## src/rtl/cbx_param_shadow_cfg.sv

```systemverilog
// cbx_param_shadow_cfg: X-channel connection block with double-buffered (shadow/active) routing config
module cbx_param_shadow_cfg #(
  parameter int CHAN_W  = 20,
  parameter int NUM_PIN = 16,
  parameter int TAPS    = 5,
  parameter int STRIDE  = 4,
  parameter int SEL_W   = $clog2(2 * TAPS),
  parameter int CFG_B   = SEL_W + 1,
  parameter int CHAIN_L = NUM_PIN * CFG_B
) (
  input  logic              prog_clk,
  input  logic              prog_reset_n,
  input  logic              ccff_head,
  input  logic              ccff_en,
  input  logic              cfg_commit,
  input  logic [CHAN_W-1:0] chanx_left_in,
  input  logic [CHAN_W-1:0] chanx_right_in,
  output logic [CHAN_W-1:0] chanx_left_out,
  output logic [CHAN_W-1:0] chanx_right_out,
  output logic [NUM_PIN-1:0] bottom_grid_pin,
  output logic              ccff_tail,
  output logic              cfg_full,
  output logic              cfg_err
);
  localparam int CNT_W = $clog2(CHAIN_L + 2);
  localparam logic [CNT_W-1:0] FULL_CNT = CNT_W'(CHAIN_L);
  localparam logic [CNT_W-1:0] ONE = CNT_W'(1);
  typedef enum logic [1:0] {IDLE, SHIFT, FULL, OVER} state_t;
  state_t state;
  logic [CHAIN_L-1:0] shadow, active;
  logic [CNT_W-1:0] cnt, cnt_n;
  logic err_n, copy;
  assign chanx_left_out  = chanx_right_in;
  assign chanx_right_out = chanx_left_in;
  assign ccff_tail = shadow[CHAIN_L-1];
  // State is a pure decode of the saturating shift count
  always_comb begin
    state = cnt == '0 ? IDLE : cnt < FULL_CNT ? SHIFT : cnt == FULL_CNT ? FULL : OVER;
  end
  // Next count, commit validity and sticky error
  always_comb begin
    copy  = cfg_commit && state == FULL;
    err_n = cfg_err | (cfg_commit && (state == IDLE || state == SHIFT))
                    | (ccff_en && !cfg_commit && state == FULL);
    cnt_n = cnt;
    if (cfg_commit && (state == FULL || state == OVER))
      cnt_n = ccff_en ? ONE : '0;
    else if (ccff_en && state != OVER)
      cnt_n = cnt + ONE;
  end
  // Shadow chain shifts freely; active only loads on a valid commit (pre-shift shadow)
  always_ff @(posedge prog_clk or negedge prog_reset_n) begin
    if (!prog_reset_n) begin
      shadow   <= '0;
      active   <= '0;
      cnt      <= '0;
      cfg_err  <= 1'b0;
      cfg_full <= 1'b0;
    end else begin
      cnt      <= cnt_n;
      cfg_err  <= err_n;
      cfg_full <= cnt_n == FULL_CNT;
      if (ccff_en) shadow <= {shadow[CHAIN_L-2:0], ccff_head};
      if (copy) active <= shadow;
    end
  end
  for (genvar p = 0; p < NUM_PIN; p++) begin : g_pin
    logic [2**SEL_W-1:0] m;
    logic [SEL_W-1:0] sel;
    logic en;
    assign sel = active[p*CFG_B +: SEL_W];
    assign en  = active[p*CFG_B + SEL_W];
    for (genvar k = 0; k < TAPS; k++) begin : g_tap
      localparam int T = (p + k * STRIDE) % CHAN_W;
      assign m[2*k]   = chanx_left_in[T];
      assign m[2*k+1] = chanx_right_in[T];
    end
    if (2**SEL_W > 2 * TAPS) begin : g_pad
      assign m[2**SEL_W-1:2*TAPS] = '0;
    end
    // Out-of-range selects land on the zero padding
    assign bottom_grid_pin[p] = en & m[sel];
  end
endmodule

```

## config.mk

```make
export PLATFORM = sky130hd
export DESIGN_NAME = cbx_param_shadow_cfg
export DESIGN_NICKNAME = d
export VERILOG_FILES = /design/src/rtl/cbx_param_shadow_cfg.sv
export SDC_FILE = /design/constraint.sdc
export NUM_CORES = 1
export LEC_CHECK = 0
export BUFFER_PORTS_ARGS = -buffer_cell sky130_fd_sc_hd__buf_2
export CAP_MARGIN = 25
export CORE_ASPECT_RATIO = 1.2
export CORE_MARGIN = 5
export CORE_UTILIZATION = 35
export CTS_CLUSTER_DIAMETER = 60
export DETAILED_ROUTE_END_ITERATION = 12
export PLACE_DENSITY_LB_ADDON = 0.12
export SLEW_MARGIN = 5
export SYNTH_ARGS = -nofsm -noshare
export SYNTH_HDL_FRONTEND = slang
export SYNTH_SLANG_ARGS = --single-unit
```

## constraint.sdc

```tcl
create_clock -name prog_clk -period 1.8 [get_ports prog_clk]
set_input_delay 0.27 -clock prog_clk [delete_from_list [all_inputs] [get_ports prog_clk]]
set_output_delay 0.27 -clock prog_clk [all_outputs]
set_load 0.005 [all_outputs]
```

==> insert_results.sql <==
INSERT INTO impl_metrics (metric_group, metric, value, unit) VALUES
('yosys', 'primary_ff_master_synth', 'dfrtp_1', ''),
('hold_path', 'worst_hold_path_class', 'primary input to flip-flop', ''),
('detailed_routing', 'routed_wl', '18.8', 'mm'),
('yosys', 'post_synth_mux_area_share', '0.374', ''),
('sta', 'finalHoldViolations', '0', ''),
('cts', 'cts-root-buf', 'clkbuf_16', ''),
('cts', 'cts_sinks', '169', ''),
('grt', 'groute.layer.met1.usage', '0.192', ''),
('grt', 'grt.met2_usage', '0.217', ''),
('critical_path', 'worst_path_dominant_cell_family', 'multiplexers', ''),
('grt', 'busiest_layer_in_global_routing', 'met2', ''),
('sta', 'timing_max_transition_violations_final', '0', ''),
('sta', 'min_period', '2290', 'ps'),
('run_status', 'failed_checks', 'negative setup slack', ''),
('floorplanning', 'floorplan.initialDensity', '0.356', ''),
('sta', 'final-setup-viol-count', '16', ''),
('yosys', 'synth_async_sr_flop_share', '1.00', ''),
('floorplanning', 'die-height', '181', 'um'),
('floorplanning', 'num_rows', '62', ''),
('grt', 'grt_first_pass_wirelength', '30.9', 'mm'),
('cts', 'htree_num_levels', '4', ''),
('critical_path', 'data_arrival_critical_path', '2020', 'ps'),
('grt', 'antenna_violations_before_repair', '0', ''),
('grt', 'pin_count_of_the_biggest_net_entering_global_routing', '61', ''),
('grt', 'grt_pass1_vias', '5467', ''),
('sta', 'finalClockSkew', '8.75', 'ps'),
('detailed_routing', 'routed_via_density', '4.98', ''),
('sta', 'maxClockFrequency', '436', 'MHz'),
('layout', 'flow.area_growth_from_synthesis', '19.3', '%'),
('detailed_routing', 'drt-wirelength-per-cell', '18.8', 'um'),
('critical_path', 'cp_slowest_cell', 'mux4_2', ''),
('critical_path', 'cp-start-kind', 'flip-flop', ''),
('detailed_routing', 'drcViolationCount', '0', ''),
('floorplanning', 'core_area', '24000', 'sq um'),
('floorplanning', 'num_io_pins', '104', ''),
('critical_path', 'worst_reg2reg_path_depth', '5', ''),
('yosys', 'synth.ff_latch_count', '169', ''),
('power', 'leakage_power_of_the_design', '5.24', 'nW'),
('cts', 'insertion_delay', '430', 'ps'),
('critical_path', 'setup.worst_path.start', 'active[55]', ''),
('floorplanning', 'width_of_the_chip', '153', 'um'),
('sta', 'worst_slack', '-494', 'ps'),
('power', 'power-per-cell-area', '905', 'nW/um^2'),
('critical_path', 'worst_ep_required_time', '1530', 'ps'),
('yosys', 'netlist_instances', '540', ''),
('yosys', 'synth_enable_flop_cells', '0', ''),
('yosys', 'synth_cell_types', '36', ''),
('cts', 'clk_pin_slew_worst_paths', '70', 'ps'),
('critical_path', 'rrSetupSlack', '110', 'ps'),
('critical_path', 'critical_path.reg2reg.startpoint', 'cnt[5]', ''),
('layout', 'design.final.nets', '713', ''),
('grt', 'grt_util_all_layers', '0.140', ''),
('yosys', 'post_synth_fa_ha_maj_area_fraction', '0.00292', ''),
('sta', 'fin_crit_sh', '1.27', ''),
('grt', 'gr-usage-met3', '0.0331', ''),
('grt', 'global_route.overflow_total', '0', ''),
('placement', 'io_buffers', '103', ''),
('critical_path', 'worst-path-stages', '4', ''),
('cts', 'clockBufferDepth', '2', ''),
('critical_path', 'worstPathCellList', 'mux4_2 -> mux2_4 -> o211a_4 -> buf_6', ''),
('power', 'vdd.ir_drop.worst', '0.000664', 'V'),
('placement', 'place.gp.congestion', '0.823', ''),
('run_status', 'outcome', 'finished, violations left', ''),
('yosys', 'sequential_element_share_of_the_synthesized_area', '0.493', ''),
('floorplanning', 'floorplan.die_area', '27700', 'sq um'),
('yosys', 'syn_avg_cell_area', '15.9', 'sq um'),
('yosys', 'synthesis.nets', '587', ''),
('layout', 'finalInstanceArea', '10200', 'sq um'),
('critical_path', 'critPathCaptureType', 'primary output', ''),
('layout', 'mostFrequentLayoutCells', 'dfrtp_1, buf_2, mux2_4, mux2_2, buf_4', ''),
('placement', 'dp.final_hpwl', '13.4', 'mm');
-- worst register-to-register path: cells and delay by family, from the launching register on --
family,cells,cell delay (ps)
buffers and inverters,1,190
flip-flops,1,420
multiplexers,1,320
AND/OR/NAND/NOR,3,650
-- registers in the layout, indices dropped and copies added (netlist names) --
| register | flops |
|---|---|
| active | 80 |
| cfg_err | 1 |
| cfg_full | 1 |
| cnt | 7 |
| shadow | 80 |
-- Yosys cell counts (2+ instances only) --
library cell	number	area share
a21oi_1	3	0.0018
o21ai_0	4	0.0023
ha_1	2	0.0029
mux2i_1	20	0.023
o211a_1	17	0.020
buf_4	40	0.035
dfrtp_1	169	0.49
buf_12	8	0.019
buf_2	8	0.0047
mux2_2	96	0.13
mux2_4	80	0.14
clkbuf_1	4	0.0018
mux4_2	32	0.084
inv_1	4	0.0018
nor4b_1	2	0.0020
nand4_1	3	0.0022
nand2_1	3	0.0013
o31ai_1	17	0.015
xor2_1	2	0.0020
nor2_1	8	0.0035
nand2b_1	3	0.0022
-- worst min-delay path by stage --
stage | start | to | slack (ps) | cells past startpoint
2_1_floorplan | prog_reset_n | active[0] | -30 | 0
3_3_place_gp | prog_reset_n | active[53] | 110 | 1
3_5_place_dp | prog_reset_n | active[54] | 110 | 1
4_1_cts | ccff_head | shadow[0] | 50 | 2
5_1_grt | ccff_head | shadow[0] | 70 | 2
6_report | ccff_head | shadow[0] | 70 | 2
-- power by group --
part,switching [W],leakage (nW),internal (W)
combinational,0.000584,2.70,0.000687
clock,0.00156,0.253,0.00192
sequential,0.000339,2.29,0.00416
total,0.00248,5.24,0.00676
-- routing by layer --
metal	share of wire	vias to the layer above	wire length (um)
li1	-	2251	-
met1	0.46	2558	8620
met2	0.47	138	8880
met3	0.048	31	909
met4	0.021	0	393
met5	0	-	0
-- area by class of cell --
cell class / instances / area (sq um)
clock buffers: 20 / 437
clock inverters: 12 / 120
fillers: 2220 / 13800
inverters: 4 / 15.0
multi-input cells: 306 / 3870
flip-flops and latches: 169 / 4230
well taps: 320 / 400
repair buffers: 168 / 1150
-- repair_timing --
| item | CTS | global route |
|---|---|---|
| setup buffers | 3 | 3 |
| endpoints found under the hold margin | 140 | 0 |
| setup endpoints to repair | 16 | 90 |
| gates resized for setup | 12 | 10 |
| pin swaps | 1 | 2 |
| hold buffers | 1 | 0 |
-- cell families after synthesis --
| logic type | after synthesis |
|---|---|
| buf+inv | 65 |
| mux | 228 |
| xor+xnor | 3 |
| compound gates | 46 |
| fa+ha+maj | 2 |
| simple gates | 27 |
| flops | 169 |
-- per-stage QoR --
| stage | TNS (ps) | power (W) | std cells |
|---|---|---|---|
| after detailed placement | -420 | 0.00582 | 960 |
| after CTS | -7890 | 0.00938 | 996 |
| after global routing | -8350 | 0.00970 | 999 |
| after floorplan | 0 | 0.00528 | 540 |
| final | -7100 | 0.00925 | 999 |
| after global placement | -370 | 0.00576 | 960 |
Note: power is estimated with default switching activity, not from simulation.
